$ cat src/rtl/demux_1x16_regbank_pkg.sv
// Shared constants, state encoding and one-hot decode helper for the 1:16
// write demultiplexer register bank.
package demux_1x16_regbank_pkg;

  localparam int WIDTH = 64;
  localparam int SEL_W = 4;
  localparam int NREG  = 16;

  typedef enum logic {
    ST_RUN   = 1'b0,
    ST_CLEAR = 1'b1
  } state_e;

  function automatic logic [NREG-1:0] onehot_dec(input logic [SEL_W-1:0] sel);
    logic [NREG-1:0] oh;
    oh      = '0;
    oh[sel] = 1'b1;
    return oh;
  endfunction

endpackage

$ cat src/rtl/demux_1x16_regbank_decoder_4x16.sv
// Combinational 4-to-16 one-hot decoder with enable; all-zero when disabled.
module decoder_4x16
  import demux_1x16_regbank_pkg::*;
(
  input  logic             en,
  input  logic [SEL_W-1:0] sel,
  output logic [NREG-1:0]  onehot
);

  assign onehot = en ? onehot_dec(sel) : '0;

endmodule

$ cat src/rtl/demux_1x16_regbank.sv
// 1:16 write demultiplexer into a bank of 16 registers, with a one-request
// pending stage and a sequenced 16-cycle bank-clear sweep.
module demux_1x16_regbank #(
  parameter int WIDTH = 64,
  parameter int SEL_W = 4
) (
  input  logic                      clk,
  input  logic                      reset_n,
  input  logic                      wr_valid,
  output logic                      wr_ready,
  input  logic [SEL_W-1:0]          wr_sel,
  input  logic [WIDTH-1:0]          wr_data,
  input  logic                      clear,
  output logic                      clear_done,
  output logic [(1<<SEL_W)-1:0]     wr_onehot,
  output logic [(WIDTH<<SEL_W)-1:0] q_flat
);
  import demux_1x16_regbank_pkg::*;

  localparam int NR = 1 << SEL_W;

  state_e           state_q, state_d;
  logic [SEL_W-1:0] idx_q, idx_d;
  logic             clear_done_q, clear_done_d;
  logic [NR-1:0]    wr_onehot_q, wr_onehot_d;
  logic             pend_valid_q, pend_valid_d;
  logic [SEL_W-1:0] pend_sel_q, pend_sel_d;
  logic [WIDTH-1:0] pend_data_q, pend_data_d;
  logic [WIDTH-1:0] regs_q [NR];
  logic [WIDTH-1:0] regs_d [NR];
  logic [NR-1:0]    commit_oh, sweep_oh;
  logic             accept, sweeping;

  // A clear request blocks acceptance in the same cycle it is raised.
  assign wr_ready = (state_q == ST_RUN) && !clear;
  assign accept   = wr_valid && wr_ready;
  assign sweeping = (state_q == ST_CLEAR);

  decoder_4x16 u_commit_dec (
    .en     (pend_valid_q),
    .sel    (pend_sel_q),
    .onehot (commit_oh)
  );

  decoder_4x16 u_sweep_dec (
    .en     (sweeping),
    .sel    (idx_q),
    .onehot (sweep_oh)
  );

  always_comb begin
    state_d      = state_q;
    idx_d        = idx_q;
    clear_done_d = 1'b0;
    if (state_q == ST_RUN) begin
      if (clear) begin
        state_d = ST_CLEAR;
        idx_d   = '0;
      end
    end else begin
      idx_d = idx_q + SEL_W'(1);
      if (idx_q == SEL_W'(NR - 1)) begin
        state_d      = ST_RUN;
        clear_done_d = 1'b1;
      end
    end
  end

  always_comb begin
    pend_valid_d = accept;
    pend_sel_d   = accept ? wr_sel  : pend_sel_q;
    pend_data_d  = accept ? wr_data : pend_data_q;
    wr_onehot_d  = commit_oh | sweep_oh;
    for (int k = 0; k < NR; k++) begin
      regs_d[k] = regs_q[k];
      if (commit_oh[k]) regs_d[k] = pend_data_q;
      if (sweep_oh[k])  regs_d[k] = '0;
    end
  end

  always_ff @(posedge clk or negedge reset_n) begin
    if (!reset_n) begin
      state_q      <= ST_RUN;
      idx_q        <= '0;
      clear_done_q <= 1'b0;
      wr_onehot_q  <= '0;
      pend_valid_q <= 1'b0;
      for (int k = 0; k < NR; k++) regs_q[k] <= '0;
    end else begin
      state_q      <= state_d;
      idx_q        <= idx_d;
      clear_done_q <= clear_done_d;
      wr_onehot_q  <= wr_onehot_d;
      pend_valid_q <= pend_valid_d;
      for (int k = 0; k < NR; k++) regs_q[k] <= regs_d[k];
    end
  end

  // Pending payload is qualified by pend_valid_q, so it needs no reset.
  always_ff @(posedge clk) begin
    pend_sel_q  <= pend_sel_d;
    pend_data_q <= pend_data_d;
  end

  assign clear_done = clear_done_q;
  assign wr_onehot  = wr_onehot_q;

  for (genvar g = 0; g < NR; g++) begin : g_flat
    assign q_flat[WIDTH*g +: WIDTH] = regs_q[g];
  end

endmodule

$ cat config.mk
export PLATFORM = sky130hd
export DESIGN_NAME = demux_1x16_regbank
export DESIGN_NICKNAME = d
export VERILOG_FILES = /design/src/rtl/demux_1x16_regbank_pkg.sv /design/src/rtl/demux_1x16_regbank_decoder_4x16.sv /design/src/rtl/demux_1x16_regbank.sv
export SDC_FILE = /design/constraint.sdc
export NUM_CORES = 2
export LEC_CHECK = 0
export BUFFER_PORTS_ARGS = -buffer_cell sky130_fd_sc_hd__buf_2
export CORE_AREA = 4 4 428 430
export CTS_CLUSTER_DIAMETER = 50
export DETAILED_ROUTE_END_ITERATION = 7
export DIE_AREA = 0 0 432 434
export GPL_TIMING_DRIVEN = 0
export PLACE_DENSITY = 0.49
export SYNTH_ARGS = -nofsm -noshare
export SYNTH_HDL_FRONTEND = slang
export SYNTH_HIERARCHICAL = 1
export SYNTH_SLANG_ARGS = --single-unit
$ cat constraint.sdc
create_clock -name clk -period 3.1 [get_ports clk]
set_input_delay 0.465 -clock clk [delete_from_list [all_inputs] [get_ports clk]]
set_output_delay 0.465 -clock clk [all_outputs]
set_load 0.01 [all_outputs]
==> impl_metrics.csv <==
group,metric,value,unit
worst_setup_path,cp.required,3.74,ns
clock_tree,cts_setup_buffers,0,
clock_tree,cts_root_buf,"clkbuf_16",
synth,synth_top_area_share,58.5,%
placed_design,gp_congestion,0.844,
sta,rsz0062_at_grt,"false",
sta,finalHoldViolations,110,
clock_tree,clock-sinks,1115,
grt,grt-ovfl-total,0,
clock_tree,clk_latency,0.80,ns
worst_setup_path,cp-start-kind,"flip-flop",
die,io_pins,1114,
placed_design,hpwl,158000,microns
clock_tree,clkTransAtPathRegs,0.06,ns
sta,worstMarginPinSlew,1.21,ns
grt,grt_pass1_vias,32900,
synth,ys_warn_count,6,
worst_setup_path,path_max_fanout,12,
synth,ys_seq_area_share,63.0,%
power_and_ir_drop,power.density,702,nW/um^2
status,status,"finished with violations",
synth,synth_top_family_by_area,"multiplexers",
grt,grt_pass1_wl,287000,microns
layout,nets,4940,
synth,synthTopCellsByArea,"dfrtp_1 (58%), mux2i_1 (23%), nor2_1 (8.8%), edfxtp_1 (4.6%), buf_6 (1.9%)",
sta,fmax,348,MHz
synth,synth_xor_area_share,0.0391,%
synth,synth_area,44800,sq um
drt,vias_per_cell,4.51,
synth,synth_compound_area_share,0.0586,%
sta,finalSetupViolCount,0,
clock_tree,cts_htree_levels,4,
die,rows,156,
synth,yosysTopAreaCell,"dfrtp_1",
sta,period_share,92.8,%
worst_hold_path,hold_class,"input pin to asynchronous set/reset pin",
worst_setup_path,worstSetupStartpoint,"state_q",
sta,finalCriticalPeriod,2.88,ns
synth,synthCells,3525,
sta,fin_tns_setup,0,ns
clock_tree,numCtsBuffers,150,
worst_setup_path,reg2reg_from,"state_q",
worst_setup_path,arrival,3.52,ns
worst_setup_path,path_class,"flip-flop to flip-flop",
synth,syn_area_per_cell,12.7,sq um
synth,syn_nets,3598,
sta,fin_ws,0.223,ns
placed_design,pre_cts_ws,-0.458,ns
drt,avgRoutedWirePerCell,29.2,microns
synth,yosys.area_share.simple,9.39,%
drt,drtAntennaViolNets,0,
layout,fin_util,33.1,%
clock_tree,hold_buffers,69,
power_and_ir_drop,leakage,30.3,nW
synth,ys_seq_elements,1115,
drt,route.detailed.drc,0,
layout,final_layout_size_suffix_gt1_share,31.7,%
power_and_ir_drop,irDropWorstVdd,0.505,mV
status,violations,"hold timing",
drt,dr.first_iter.drc_count,2394,
clock_tree,cts_tree,"built",
synth,synth_cell_types,26,
flow_run,drv_cap,0,
die,floorplan.initialDensity,24.9,%
die,core,180000,sq um
die,die-area,187000,sq um
sta,relSlewSlack,19.2,%
clock_tree,clockBufferDepth,3,
drt,dr.pass1.iters,5,
sta,hold-worst-slack,-0.362,ns
sta,finClkSkew,0.0261,ns
die,die_height,434,microns
worst_setup_path,cp-end-kind,"flip-flop",
grt,grt_max_degree,159,
placed_design,port_buffers,1113,
drt,vias,33300,
grt,grt_antenna_before_repair,12,
die,die_w,432,microns
sta,drv_slew,0,
drt,drt-total-wl,216000,microns
layout,syn_to_final_growth,32.6,%
synth,synth_fa_ha_area_share,0.0279,%
synth,synthMuxAreaShare,22.9,%
grt,grtUsageTotal,22.3,%
sequential cells by signal (all words and copies together) (netlist names):
register / flops
q_flat: 1024
pend_data_q: 64
wr_onehot: 16
idx_q: 4
pend_sel_q: 4
clear_done: 1
pend_valid_q: 1
state_q: 1
power by group:
| group | switching (mW) | leakage (nW) | internal [mW] |
|---|---|---|---|
| clock | 7.20 | 2.49 | 10.7 |
| combinational | 5.13 | 12.6 | 1.87 |
| sequential | 0.920 | 15.2 | 16.0 |
| total | 13.3 | 30.3 | 28.5 |
kinds of logic after synthesis:
family	after synthesis
xor+xnor	2
fa+ha+maj	1
buf+inv	288
flops	1115
mux	1025
compound gates	3
simple gates	1091
synth_stat cells:
| library cell | n |
|---|---|
| mux2i_1 | 1024 |
| buf_2 | 93 |
| buf_1 | 44 |
| or2_1 | 16 |
| and2_1 | 1 |
| ha_1 | 1 |
| edfxtp_1 | 68 |
| nand3b_1 | 4 |
| nor2_1 | 1049 |
| buf_8 | 20 |
| xnor2_1 | 1 |
| nand2_1 | 2 |
| nor3_1 | 6 |
| xor2_1 | 1 |
| or3b_4 | 2 |
| clkbuf_1 | 39 |
| nor3_2 | 2 |
| buf_6 | 76 |
| mux2_2 | 1 |
| a22o_1 | 3 |
| nor2_2 | 1 |
| buf_4 | 16 |
| nand2b_1 | 4 |
| nand3_1 | 3 |
| and4_1 | 1 |
| dfrtp_1 | 1047 |
cell usage in the layout, fill, tap and decap left out, drive strengths merged, types with 2 or more instances in the layout:
cell type,instances
a22o,3
buf,1369
bufinv,12
clkbuf,241
clkinv,33
clkinvlp,11
dfrtp,1047
diode,6
dlygate4sd3,69
edfxtp,68
inv,21
mux2i,1024
nand2,2
nand2b,4
nand3,3
nand3b,4
nor2,1050
nor3,8
or2,16
or3b,2
path summary, 6_finish.rpt:
check,end,slack (ns),cells past startpoint
worst min-delay path,q_flat[112],-0.36,1
worst min register to register,q_flat[995],0.51,2
max in group asynchronous,q_flat[465],0.55,5
worst max-delay path,q_flat[174],0.22,5
min in group clk,pend_valid_q,0.21,2
worst max register to register,q_flat[174],0.22,5
metal layers:
metal	vias to the layer above	track usage, %	share of wire (%)
met5	-	0	0
met4	0	9.83	4.8
met3	324	5.73	6.6
met2	1248	37.2	49
met1	17200	27.1	40
li1	14500	-	-
what timing repair did:
item	CTS	global route
setup endpoints to repair	0	10
hold endpoints to repair	179	110
resized for setup	0	2
critical path: stages, from the launching register on:
cell and delay [ns]:
dfrtp_1 0.55, or3b_4 0.46, nor2_1 0.14, buf_2 0.71, clkbuf_1 0.71, nor2_1 0.12
cell type report:
type | instances | area, sq um
fill | 18500 | 120000
antenna | 6 | 15.0
timing repair buffer | 1190 | 6500
buffer | 288 | 2050
tap | 2370 | 2970
clock inverter | 77 | 946
clock buffer | 201 | 4190
multi-input combinational | 2122 | 14500
sequential | 1115 | 28200
stage by stage:
step | cell area [sq um] | hold slack (ns) | std cells | power (mW)
floorplan | 44800 | 0.169 | 3525 | 19.8
global placement | 53400 | 0.495 | 7008 | 24.1
detailed placement | 53600 | 0.502 | 7016 | 24.2
CTS | 59400 | -0.376 | 7363 | 42.3
global route | 59400 | -0.337 | 7363 | 43.4
finish | 59400 | -0.362 | 7369 | 41.7
Power figures use the tool's default switching activity.
